### config.mk
export PLATFORM = sky130hd
export DESIGN_NAME = ram_arbiter
export DESIGN_NICKNAME = d
export VERILOG_FILES = /design/src/rtl/ram_arbiter.sv
export SDC_FILE = /design/constraint.sdc
export NUM_CORES = 1
export LEC_CHECK = 0
export CAP_MARGIN = 10
export CORE_MARGIN = 3
export CORE_UTILIZATION = 40
export CTS_CLUSTER_DIAMETER = 100
export CTS_CLUSTER_SIZE = 16
export DETAILED_ROUTE_END_ITERATION = 6
export DONT_BUFFER_PORTS = 1
export GPL_TIMING_DRIVEN = 0
export PLACE_DENSITY_LB_ADDON = 0.12
export SLEW_MARGIN = 20
export SYNTH_ARGS = -nofsm -noshare
export SYNTH_HDL_FRONTEND = slang
export SYNTH_SLANG_ARGS = --single-unit
### constraint.sdc
create_clock -name clk -period 5.8 [get_ports clk]
set_clock_uncertainty 0.2 [all_clocks]
set_input_delay 0.29 -clock clk [delete_from_list [all_inputs] [get_ports clk]]
set_output_delay 0.29 -clock clk [all_outputs]
set_load 0.01 [all_outputs]
### src/rtl/ram_arbiter.sv
// ram_arbiter: round-robin arbiter and access sequencer that shares one
// synchronous single-port RAM between NUM_REQ requesters.
// Optional build macro RAM_ARB_PRIO_EN: requester 0 gets fixed highest
// priority. The remaining requesters share round-robin among themselves.
//
// Handshake: a requester raises req_i[k] together with we_i/addr_i/wdata_i and
// keeps them stable until the cycle after its one-cycle gnt_o[k] pulse.
// During that following cycle it may drop req or present a new command, which
// then enters arbitration again. A read answers with a one-cycle rvalid_o[k]
// pulse RD_LATENCY+1 cycles after gnt_o[k]. rdata_o is valid during that pulse.
module ram_arbiter #(
  parameter int NUM_REQ    = 4,
  parameter int ADDR_WIDTH = 8,
  parameter int DATA_WIDTH = 8,
  parameter int RD_LATENCY = 1
) (
  input  logic                          clk,
  input  logic                          rst_n,
  input  logic [NUM_REQ-1:0]            req_i,
  input  logic [NUM_REQ-1:0]            we_i,
  input  logic [NUM_REQ*ADDR_WIDTH-1:0] addr_i,
  input  logic [NUM_REQ*DATA_WIDTH-1:0] wdata_i,
  output logic [NUM_REQ-1:0]            gnt_o,
  output logic [NUM_REQ-1:0]            rvalid_o,
  output logic [DATA_WIDTH-1:0]         rdata_o,
  output logic                          busy_o,
  output logic                          ram_en,
  output logic                          ram_we,
  output logic [ADDR_WIDTH-1:0]         ram_addr,
  output logic [DATA_WIDTH-1:0]         ram_wdata,
  input  logic [DATA_WIDTH-1:0]         ram_rdata,
  output logic [1:0]                    dbg_state_o
);

  localparam int PW = $clog2(NUM_REQ);
  localparam int CW = 3;

  typedef enum logic [1:0] {
    IDLE    = 2'd0,
    ACCESS  = 2'd1,
    RD_WAIT = 2'd2
  } state_t;

  state_t                  state_q, state_d;
  logic [PW-1:0]           rr_ptr_q, rr_ptr_d;
  logic [NUM_REQ-1:0]      gnt_q, gnt_d;
  logic                    en_q, en_d;
  logic                    we_q, we_d;
  logic [ADDR_WIDTH-1:0]   addr_q, addr_d;
  logic [DATA_WIDTH-1:0]   wdata_q, wdata_d;
  logic [PW-1:0]           owner_q, owner_d;
  logic [CW-1:0]           cnt_q, cnt_d;
  logic [NUM_REQ-1:0]      rvalid_q, rvalid_d;
  logic [DATA_WIDTH-1:0]   rdata_q, rdata_d;

  logic [NUM_REQ-1:0]      pend;
  logic                    found;
  logic [PW-1:0]           win;
  logic [PW-1:0]           ptr_after;

  // Returns {found, index}: first set bit of p searching upward from ptr with wrap.
  function automatic logic [PW:0] rr_pick(input logic [NUM_REQ-1:0] p,
                                          input logic [PW-1:0] ptr);
    logic [PW:0] res;
    int          k;
    res = '0;
    for (int i = 0; i < NUM_REQ; i++) begin
      k = int'(ptr) + i;
      if (k >= NUM_REQ) k = k - NUM_REQ;
      if (!res[PW] && p[k]) res = {1'b1, PW'(k)};
    end
    return res;
  endfunction

  // Arbitration: pick the next winner and the pointer value that follows it.
  // The requester granted in the current ACCESS cycle still holds req high,
  // so it is masked out of the search.
  always_comb begin
    logic [PW:0] pick;
    pend = req_i;
    if (state_q == ACCESS) pend = req_i & ~gnt_q;
    ptr_after = rr_ptr_q;
`ifdef RAM_ARB_PRIO_EN
    if (pend[0]) begin
      found = 1'b1;
      win   = '0;
    end else begin
      pick  = rr_pick({pend[NUM_REQ-1:1], 1'b0}, rr_ptr_q);
      found = pick[PW];
      win   = pick[PW-1:0];
      if (found) ptr_after = (win == PW'(NUM_REQ-1)) ? '0 : win + PW'(1);
    end
`else
    pick  = rr_pick(pend, rr_ptr_q);
    found = pick[PW];
    win   = pick[PW-1:0];
    if (found) ptr_after = (win == PW'(NUM_REQ-1)) ? '0 : win + PW'(1);
`endif
  end

  // Next-state and next-output logic for the IDLE/ACCESS/RD_WAIT sequencer.
  always_comb begin
    state_d  = state_q;
    rr_ptr_d = rr_ptr_q;
    gnt_d    = '0;
    en_d     = 1'b0;
    we_d     = 1'b0;
    addr_d   = addr_q;
    wdata_d  = wdata_q;
    owner_d  = owner_q;
    cnt_d    = cnt_q;
    rvalid_d = '0;
    rdata_d  = rdata_q;
    unique case (state_q)
      IDLE, ACCESS: begin
        if (state_q == ACCESS && !we_q) begin
          // Read issued this cycle: wait for the RAM pipeline to return data.
          cnt_d   = CW'(RD_LATENCY);
          state_d = RD_WAIT;
        end else if (found) begin
          state_d     = ACCESS;
          rr_ptr_d    = ptr_after;
          gnt_d[win]  = 1'b1;
          en_d        = 1'b1;
          we_d        = we_i[win];
          addr_d      = addr_i[win*ADDR_WIDTH +: ADDR_WIDTH];
          wdata_d     = wdata_i[win*DATA_WIDTH +: DATA_WIDTH];
          owner_d     = win;
        end else begin
          state_d = IDLE;
        end
      end
      RD_WAIT: begin
        cnt_d = cnt_q - CW'(1);
        if (cnt_q == CW'(1)) begin
          rdata_d           = ram_rdata;
          rvalid_d[owner_q] = 1'b1;
          state_d           = IDLE;
        end
      end
      default: state_d = IDLE;
    endcase
  end

  // State and registered-output update; reset discards any in-flight read.
  always_ff @(posedge clk or negedge rst_n) begin
    if (!rst_n) begin
      state_q  <= IDLE;
      rr_ptr_q <= '0;
      gnt_q    <= '0;
      en_q     <= 1'b0;
      we_q     <= 1'b0;
      addr_q   <= '0;
      wdata_q  <= '0;
      owner_q  <= '0;
      cnt_q    <= '0;
      rvalid_q <= '0;
      rdata_q  <= '0;
    end else begin
      state_q  <= state_d;
      rr_ptr_q <= rr_ptr_d;
      gnt_q    <= gnt_d;
      en_q     <= en_d;
      we_q     <= we_d;
      addr_q   <= addr_d;
      wdata_q  <= wdata_d;
      owner_q  <= owner_d;
      cnt_q    <= cnt_d;
      rvalid_q <= rvalid_d;
      rdata_q  <= rdata_d;
    end
  end

  assign gnt_o       = gnt_q;
  assign rvalid_o    = rvalid_q;
  assign rdata_o     = rdata_q;
  assign busy_o      = (state_q != IDLE);
  assign ram_en      = en_q;
  assign ram_we      = we_q;
  assign ram_addr    = addr_q;
  assign ram_wdata   = wdata_q;
  assign dbg_state_o = state_q;

endmodule

After elaboration in Yosys (flattened, before gate mapping)

Index checks and enable logic that the tools add are counted.

Multiply operators: 0
Multiplexer cells: 45
Add/sub/neg operators: 9
Order comparisons: 12
Reduce and logical (&&, ||, !) cells: 17
Equality and inequality tests: 6
Shift operators: 2
Bitwise logic cells: 3
Divide/modulo/power cells: 0

Operators with widths:

| kind                                                                                | count |
|---|---|
| 32-bit by 4-bit < comparator with 1-bit output, second input constant               | 4 |
| 32-bit two-way mux                                                                  | 4 |
| 32-bit by 6-bit variable part select with 8-bit output                              | 2 |
| 4-bit two-way mux                                                                   | 6 |
| 1-bit two-way mux                                                                   | 18 |
| 3-bit two-way mux                                                                   | 5 |
| 3-bit by 3-bit subtractor with 4-bit output, second input constant                  | 3 |
| 1-bit binary-select mux with 2-bit select                                           | 5 |
| 3-bit greater-or-equal comparator, second input constant                            | 3 |
| 2-bit by 2-bit adder with 3-bit output, second input constant                       | 2 |
| 1-bit logical AND                                                                   | 6 |
| 2-bit by 3-bit < comparator with 1-bit output, second input constant                | 2 |
| 2-bit two-way mux                                                                   | 3 |
| 3-bit case mux with 2 select lines                                                  | 1 |
| 4-bit bitwise AND                                                                   | 1 |
| 1-bit demux with 2-bit select                                                       | 2 |
| 2-bit == test, second input constant                                                | 2 |
| 2-bit by 1-bit greater-or-equal comparator with 1-bit output, second input constant | 2 |
| 1-bit logical NOT                                                                   | 4 |
| 2-bit != test, second input constant                                                | 2 |
| 4-bit NOT                                                                           | 1 |
| 2-bit case mux with 2 select lines                                                  | 1 |
| 2-bit AND reduction                                                                 | 2 |
| 2-bit nonzero test                                                                  | 2 |
| 11 further kinds                                                                    | 11 |

Memory bits (read-only): 0
Register bits: 43
Latch bits: 0
Word-level logic and storage cells: 105
Memory bits (writable): 0
Memories: 0
Input port bits: 82

Longest topological paths before layout

Gate-level depths: netlist of run 1.

Depth after elaboration: 23
Depth in mapped cells: 9
Mapped depth without buffers: 6

Worst setup path after synthesis of run 1

No wires, ideal clock.

Kind: register -> register
Start point: register state_q[1] (netlist: dbg_state_o[1])
End point: register addr_q[0] (netlist: ram_addr[0])
Period minus slack after synthesis: 2.203 ns
Setup time: 0.132 ns
Arrival time: 1.871 ns
Required time: 5.468 ns
Stages on the path, launching flop included: 9
Setup slack: 3.597 ns
Buffers on the path: 3
Cell sequence: dfrtp_1 > buf_6 > and3b_2 > o22ai_1 > a311oi_4 > nand2b_1 > buf_6 > buf_12 > o221ai_2

Cells in the longest elaborated chain, start to end: 16
Elaborated cells on any way between the ends: 30

RTL lines:

| item                                                       | line | RTL |
|---|---|---|
| start: declaration                                         | 44   | `state_t state_q, state_d;` |
| start signal: assignment                                   | 160  | `state_q <= state_d;` |
| 2-bit by 1-bit == test with 1-bit output (*)               | 81   | `if (state_q == ACCESS) pend = req_i & ~gnt_q;` |
| 4-bit two-way mux (*)                                      | 81   |  |
| 1-bit binary-select mux with 2-bit select                  | 70   | `if (!res[PW] && p[k]) res = {1'b1, PW'(k)};` |
| 1-bit two-way mux (not written as such) (2 in a row)       | 70   |  |
| 3-bit two-way mux                                          | 70   |  |
| 1-bit logical NOT                                          | 70   |  |
| 1-bit logical AND                                          | 70   |  |
| 3-bit two-way mux                                          | 70   |  |
| 1-bit logical NOT                                          | 70   |  |
| 1-bit logical AND                                          | 70   |  |
| 3-bit two-way mux                                          | 70   |  |
| 1-bit logical NOT                                          | 70   |  |
| 1-bit logical AND                                          | 70   |  |
| 3-bit two-way mux (*)                                      | 70   |  |
| via win[1]                                                 | 58   | `logic [PW-1:0] win;` |
| 32-bit by 6-bit variable part select with 8-bit output (*) | 126  | `addr_d = addr_i[win*ADDR_WIDTH +: ADDR_WIDTH];` |
| end signal: assignment                                     | 165  | `addr_q <= addr_d;` |
| end: declaration                                           | 49   | `logic [ADDR_WIDTH-1:0] addr_q, addr_d;` |

Mark *: on every way through the listed nets, which the timed path passes. The rest lies on a longest branch. The select of a mux whose other input is x is not followed.
A chain may end at the register's enable or synchronous reset.

Final worst setup path of run 1

Start point: register state_q[0] (netlist: dbg_state_o[0])
End point: register we_q (netlist: ram_we)

Cells in the longest elaborated chain, start to end: 20
Elaborated cells on any way between the ends: 32

RTL lines:

| item                                                 | line | RTL |
|---|---|---|
| 2-bit by 1-bit == test with 1-bit output (*)         | 81   |  |
| 4-bit two-way mux (*)                                | 81   |  |
| 1-bit binary-select mux with 2-bit select            | 70   |  |
| 1-bit two-way mux (not written as such) (2 in a row) | 70   |  |
| 3-bit two-way mux                                    | 70   |  |
| 1-bit logical NOT                                    | 70   |  |
| 1-bit logical AND                                    | 70   |  |
| 3-bit two-way mux                                    | 70   |  |
| [... 5 more ...]                                     | n/a  |  |
| 3-bit two-way mux (*)                                | 70   |  |
| via win[1]                                           | 58   |  |
| 1-bit binary-select mux with 2-bit select (*)        | 125  | `we_d = we_i[win];` |
| 1-bit two-way mux (not written as such) (*)          | 125  |  |
| 1-bit two-way mux (*)                                | 120  | `end else if (found) begin` |
| 1-bit two-way mux (*)                                | 116  | `if (state_q == ACCESS && !we_q) begin` |
| 1-bit two-way mux (*)                                | 114  | `unique case (state_q)` |
| via we_d                                             | 48   | `logic we_q, we_d;` |
| end signal: assignment                               | 164  | `we_q <= we_d;` |
| end: declaration                                     | 48   |  |

Marks and branches as above.

==> reports/results.txt, run 1 <==
Final TNS setup -> 0 ns
layout cells sized above 1 -> 22.1%
CP required -> 5.78 ns
Slew headroom -> 65.3%
CTS sink count -> 43
Power per Cell Area -> 574 nW/um2
slowest stage cell, crit path -> dlygate4sd3_1
cell family with most CP delay -> compound AO/OA/AOI/OAI gates
Final Hold Vio Count -> 0
Rows -> 27
final setup fails -> 0
gr usage total -> 17.2%
Mapped Area -> 2390 um2
Detail Route Antenna Nets -> 0
worst-path cell chain -> and3b_2 -> o22ai_1 -> a311oi_4 -> mux2i_1 -> dlygate4sd3_1 -> o22ai_1
CP max stage delay -> 0.57 ns
Syn Nets -> 290
Layout area overhead -> 13.9%
synth top area cells -> dfrtp_1 (45%), mux2i_1 (14%), o221ai_2 (6.3%)
Buffers & Inverters on Critical Path -> 1
startpoint types -> flop
post-route minimum period -> 2.78 ns
Die W -> 83.4 um
# port buffers -> 0
FMAX -> 360 MHz
Top cell by count, worst path -> o22ai_1
first-pass GRT wire length -> 9590 um
antenna violations before repair -> 0
Ports -> 119
crit path DAT -> 2.76 ns
routability cong. -> 0.703
status -> finished, final reports clean
clk slew on worst S/H paths -> 0.08 ns
Iteration-0 DRC Markers -> 80
CTS max path bufs -> 2
via count -> 1,694
Tot Pwr -> 1.57 mW
DPL Wire Length -> 4440 um
Hold Crit Class -> primary input to flop
asr flop ratio synth -> 100%
vias in the first global route -> 1,858
Die Area -> 6950 um2
die height -> 83.4 um
drt drc -> 0
register area share after synthesis -> 45.0%
largest area contributor in the netlist -> dfrtp_1
Synth top cells by count -> dfrtp_1 (43), mux2i_1 (34), nand2_1 (30), o221ai_2 (10)
PostCTS Resize Cnt -> 0
Root Driver -> clkbuf_8
worst-path maximum fanout -> 10
cts hold-fix bufs -> 12
average cell area after synthesis -> 11.8 um2
RSZ-0062 raised after global routing -> false
Static Leakage -> 1.26 nW
Post-synth EDFFs -> 0
number of synthesized register bits -> 43
worst-skew pair later-pin latency -> 0.29 ns
core region area -> 5640 um2
Yosys top cell area share -> 45.0%
synth warn -> 0
crit end category -> flop
average wire per standard cell -> 19.9 um
Final Cycle Share -> 47.9%
vias per cell -> 5.76
Worst Max-Slew Pin Slew -> 0.520 ns
Inserted Diodes -> 0
max cap viols -> 0
VDD IR-drop max -> 0.000254 V
most common cell in the netlist -> dfrtp_1
Initial Utilization -> 42.4%
post-CTS setup buffers -> 0
dominant synthesized flop cell -> dfrtp_1
nets -> 309
fin. max-slew vios -> 0
CTS buffer count -> 5
Synth cell types -> 39
drt total wl -> 5850 um
CTS tree -> built
H-tree levels -> 2
largest net degree at the start of global routing -> 44
Post-Synthesis Cells -> 202
type of the worst setup path -> flop to flop
first drt pass iteration count -> 4
total gr overflow -> 0
==> cell families after synthesis <==
family	after synthesis	synth area share, %
compound gates	34	15.3
buf+inv	21	6.17
fa+ha+maj	6	3.14
mux	42	18.0
flops	43	45.0
simple gates	56	12.5
==> sequential cells by signal (all words and copies together) (netlist names) <==
signal / cells
ram_en: 1
ram_addr: 8
cnt_q: 3
rvalid_o: 4
ram_we: 1
gnt_o: 4
rr_ptr_q: 2
owner_q: 2
rdata_o: 8
dbg_state_o: 2
ram_wdata: 8
==> worst paths after layout <==
path,start,endpoint,slack [ns],depth (start not counted)
setup / recovery,dbg_state_o[0],ram_we,3.02,6
hold / removal,wdata_i[19],ram_wdata[3],0.03,2
setup reg to reg,dbg_state_o[0],ram_we,3.02,6
hold reg to reg,owner_q[1],rvalid_o[1],0.30,1
max in group asynchronous,rst_n,ram_wdata[4],4.94,2
min in group asynchronous,rst_n,rdata_o[4],0.25,2
==> area by class of cell <==
cell class | count | area (um2)
tap | 72 | 90.1
clock inverter | 3 | 43.8
timing repair buffer | 12 | 130
multi-input combinational | 138 | 1170
buffer | 12 | 114
sequential | 43 | 1080
clock buffer | 5 | 68.8
fill | 509 | 2920
inverter | 9 | 33.8
==> report_power, final <==
group / switching (mW) / total [mW] / internal [mW]
Sequential: 0.169 / 0.606 / 0.437
Combinational: 0.378 / 0.728 / 0.351
Clock: 0.104 / 0.232 / 0.128
==> worst reg2reg max path: stages, from the launching register on <==
cell and delay (ns):
dfrtp_1 0.55, and3b_2 0.32, o22ai_1 0.15, a311oi_4 0.55, mux2i_1 0.26, dlygate4sd3_1 0.57, o22ai_1 0.06
==> per-stage QoR <==
| stage | hold WS, ns | std cells | util [%] | setup WS (ns) | cell area [um2] |
|---|---|---|---|---|---|
| after global placement | -0.205 | 274 | 44.0 | 3.40 | 2480 |
| after global routing | 0.0272 | 294 | 48.3 | 2.90 | 2730 |
| final | 0.0295 | 294 | 48.3 | 3.02 | 2730 |
| after floorplan | -0.206 | 202 | - | 3.60 | 2390 |
| after CTS | 0.0187 | 294 | 48.3 | 3.07 | 2730 |
| after detailed placement | -0.205 | 274 | 44.0 | 3.33 | 2480 |
==> metal layers <==
| layer | routed length, um | up-vias | global-route usage, % |
|---|---|---|---|
| li1 | - | 767 | - |
| met1 | 2180 | 834 | 19.6 |
| met2 | 3110 | 85 | 30.3 |
| met3 | 479 | 8 | 5.46 |
| met4 | 81 | 0 | 5.50 |
| met5 | 0 | - | 0 |
==> cells in the final DEF, fill, tap and decap left out, drive strengths merged <==
cell         count
o221ai          17
nor2             3
a311oi           2
nand2           31
nand3b           2
a2bb2oi          1
and2             5
dfrtp           43
and2b            1
o21a             1
ha               6
clkbuf           8
o22ai            4
and3             1
dlygate4sd3     11
or2              1
clkinv           2
o21ai            1
a21oi            3
or2b             1
a211oi           2
or3b             1
nor2b            1
buf             10
mux2             8
inv              9
o311ai           1
mux2i           34
o32ai            1
nand2b           4
and3b            4
a311o            1
nor3b            1
bufinv           1
Power figures use the tool's default switching activity.
==> run 2, diff against run 1 <==
==> constraint.sdc (replaced) <==
create_clock -name clk -period 2.4 [get_ports clk]
set_clock_uncertainty 0.2 [all_clocks]
set_input_delay 0.12 -clock clk [delete_from_list [all_inputs] [get_ports clk]]
set_output_delay 0.12 -clock clk [all_outputs]
set_load 0.01 [all_outputs]
==> run 2 against run 1 <==
  * Worst hold slack improved by 0.048 ns
  * Sequential power grew 140%
  * Sequential cell count is the same
  * Core utilization up 15 points
  * Clock power increased by 140%
==> reports/results.txt, run 2 (synthesized netlist as in run 1, its figures left out) <==
WHS -> 0.0775 ns
CTS tree -> built
DPL Wire Length -> 4440 um
worst-path maximum fanout -> 11
Inserted Diodes -> 0
Slew headroom -> 67.8%
die height -> 83.4 um
final std cells w/o fill -> 365
worst-skew pair later-pin latency -> 0.29 ns
Met1 Wirelength -> 2530 um
CTS sink count -> 43
Root Driver -> clkbuf_8
Hold Crit Class -> primary input to async pin
nets -> 380
Layout area overhead -> 49.0%
first drt pass iteration count -> 7
drt total wl -> 7130 um
Final Hold Vio Count -> 0
Rows -> 27
WL met2 -> 3910 um
RSZ-0062 raised after global routing -> false
via count -> 1,983
Final Cycle Share -> 96.0%
final setup fails -> 0
clk slew on worst S/H paths -> 0.09 ns
vias per cell -> 5.43
average wire per standard cell -> 19.5 um
CP required -> 2.39 ns
# port buffers -> 0
commonest cells after routing, fill and taps aside -> dlygate4sd3_1 (77), dfrtp_1 (41), nand2_1 (30)
Static Leakage -> 1.59 nW
Worst Max-Slew Pin Slew -> 0.483 ns
gr usage total -> 20.6%
highest routed layer -> met4
Iteration-0 DRC Markers -> 109
wire length on met3 -> 548 um
CTS buffer count -> 5
Initial Utilization -> 42.4%
layout cells sized above 1 -> 23.2%
Die W -> 83.4 um
status -> finished, final reports clean
Post-Place Cells -> 274
Detail Route Antenna Nets -> 0
total gr overflow -> 0
type of the worst setup path -> flop to flop
largest net degree at the start of global routing -> 44
VDD IR-drop max -> 0.000622 V
antenna violations before repair -> 0
max cap viols -> 0
Die Area -> 6950 um2
Tot Pwr -> 4.19 mW
routability cong. -> 0.703
FMAX -> 434 MHz
startpoint types -> flop
CTS max path bufs -> 2
drt drc -> 0
core region area -> 5640 um2
Ports -> 119
crit path DAT -> 2.30 ns
post-route minimum period -> 2.30 ns
commonest non-fill, non-tap cell in the layout -> dlygate4sd3_1
H-tree levels -> 2
crit end category -> flop
Power per Cell Area -> 1170 nW/um2
first-pass GRT wire length -> 11,500 um
vias in the first global route -> 2,282
fin. max-slew vios -> 0
## run 2: changes by cell type in the layout (fill, tap and decap cells not counted), moves of 4 or more
| cell | change |
|---|---|
| mux2i_1 | -7 |
| buf_12 | +4 |
| mux2i_2 | +5 |
| dlygate4sd3_1 | +66 |
## run 2: report_power, final
part | internal, mW | switching, mW
combinational | 1.12 | 1.03
clock | 0.310 | 0.254
sequential | 1.06 | 0.415
total | 2.49 | 1.70
## run 2: layout make-up
| type | instances | area [um2] |
|---|---|---|
| buffer | 11 | 133 |
| clock buffer | 5 | 68.8 |
| clock inverter | 3 | 43.8 |
| fill | 429 | 2070 |
| inverter | 9 | 33.8 |
| multi-input combinational | 138 | 1250 |
| sequential | 43 | 1080 |
| tap | 72 | 90.1 |
| timing repair buffer | 84 | 870 |
## run 2: repair_timing
action                                 4_1_cts  5_1_grt
pin swaps                                    1        4
setup endpoints to repair                   13       19
hold buffers                                78        0
buffers inserted                             3        2
cloned                                       0        1
endpoints found under the hold margin       68        0
gates resized for setup                      2       23
## run 2: routing by layer
layer	global-route usage, %	vias to the layer above
met1	21.5	952
met4	6.69	0
met3	6.35	13
met5	0	-
met2	38.9	107
li1	-	911
## run 2: path summary, 6_finish.rpt
kind	cells past startpoint	slack (ns)	startpoint	end
worst max register to register	8	0.1	rr_ptr_q[0]	rr_ptr_q[1]
worst max-delay path	8	0.1	rr_ptr_q[0]	rr_ptr_q[1]
worst min-delay path	2	0.08	rst_n	rdata_o[4]
min in group clk	4	0.11	req_i[1]	ram_en
max in group asynchronous	2	1.70	rst_n	dbg_state_o[0]
worst min register to register	1	0.30	owner_q[1]	rvalid_o[1]
## run 2: worst max-delay path, cell delays in order, from the launching register on
cell,delay (ns)
dfrtp_1,0.46
or3b_2,0.52
o22ai_1,0.19
a211oi_2,0.07
buf_4,0.20
buf_12,0.16
ha_1,0.30
nand2_1,0.06
nand2_1,0.04
## run 2: stage by stage
step	worst slack, ns	setup TNS, ns	cell area (um2)	utilization, %
floorplan	0.197	0	2390	-
global placement	0.00105	0	2480	44.0
detailed placement	-0.0722	-0.673	2480	44.0
CTS	0.0302	0	3420	60.7
global route	0.00262	0	3570	63.2
finish	0.0959	0	3570	63.2
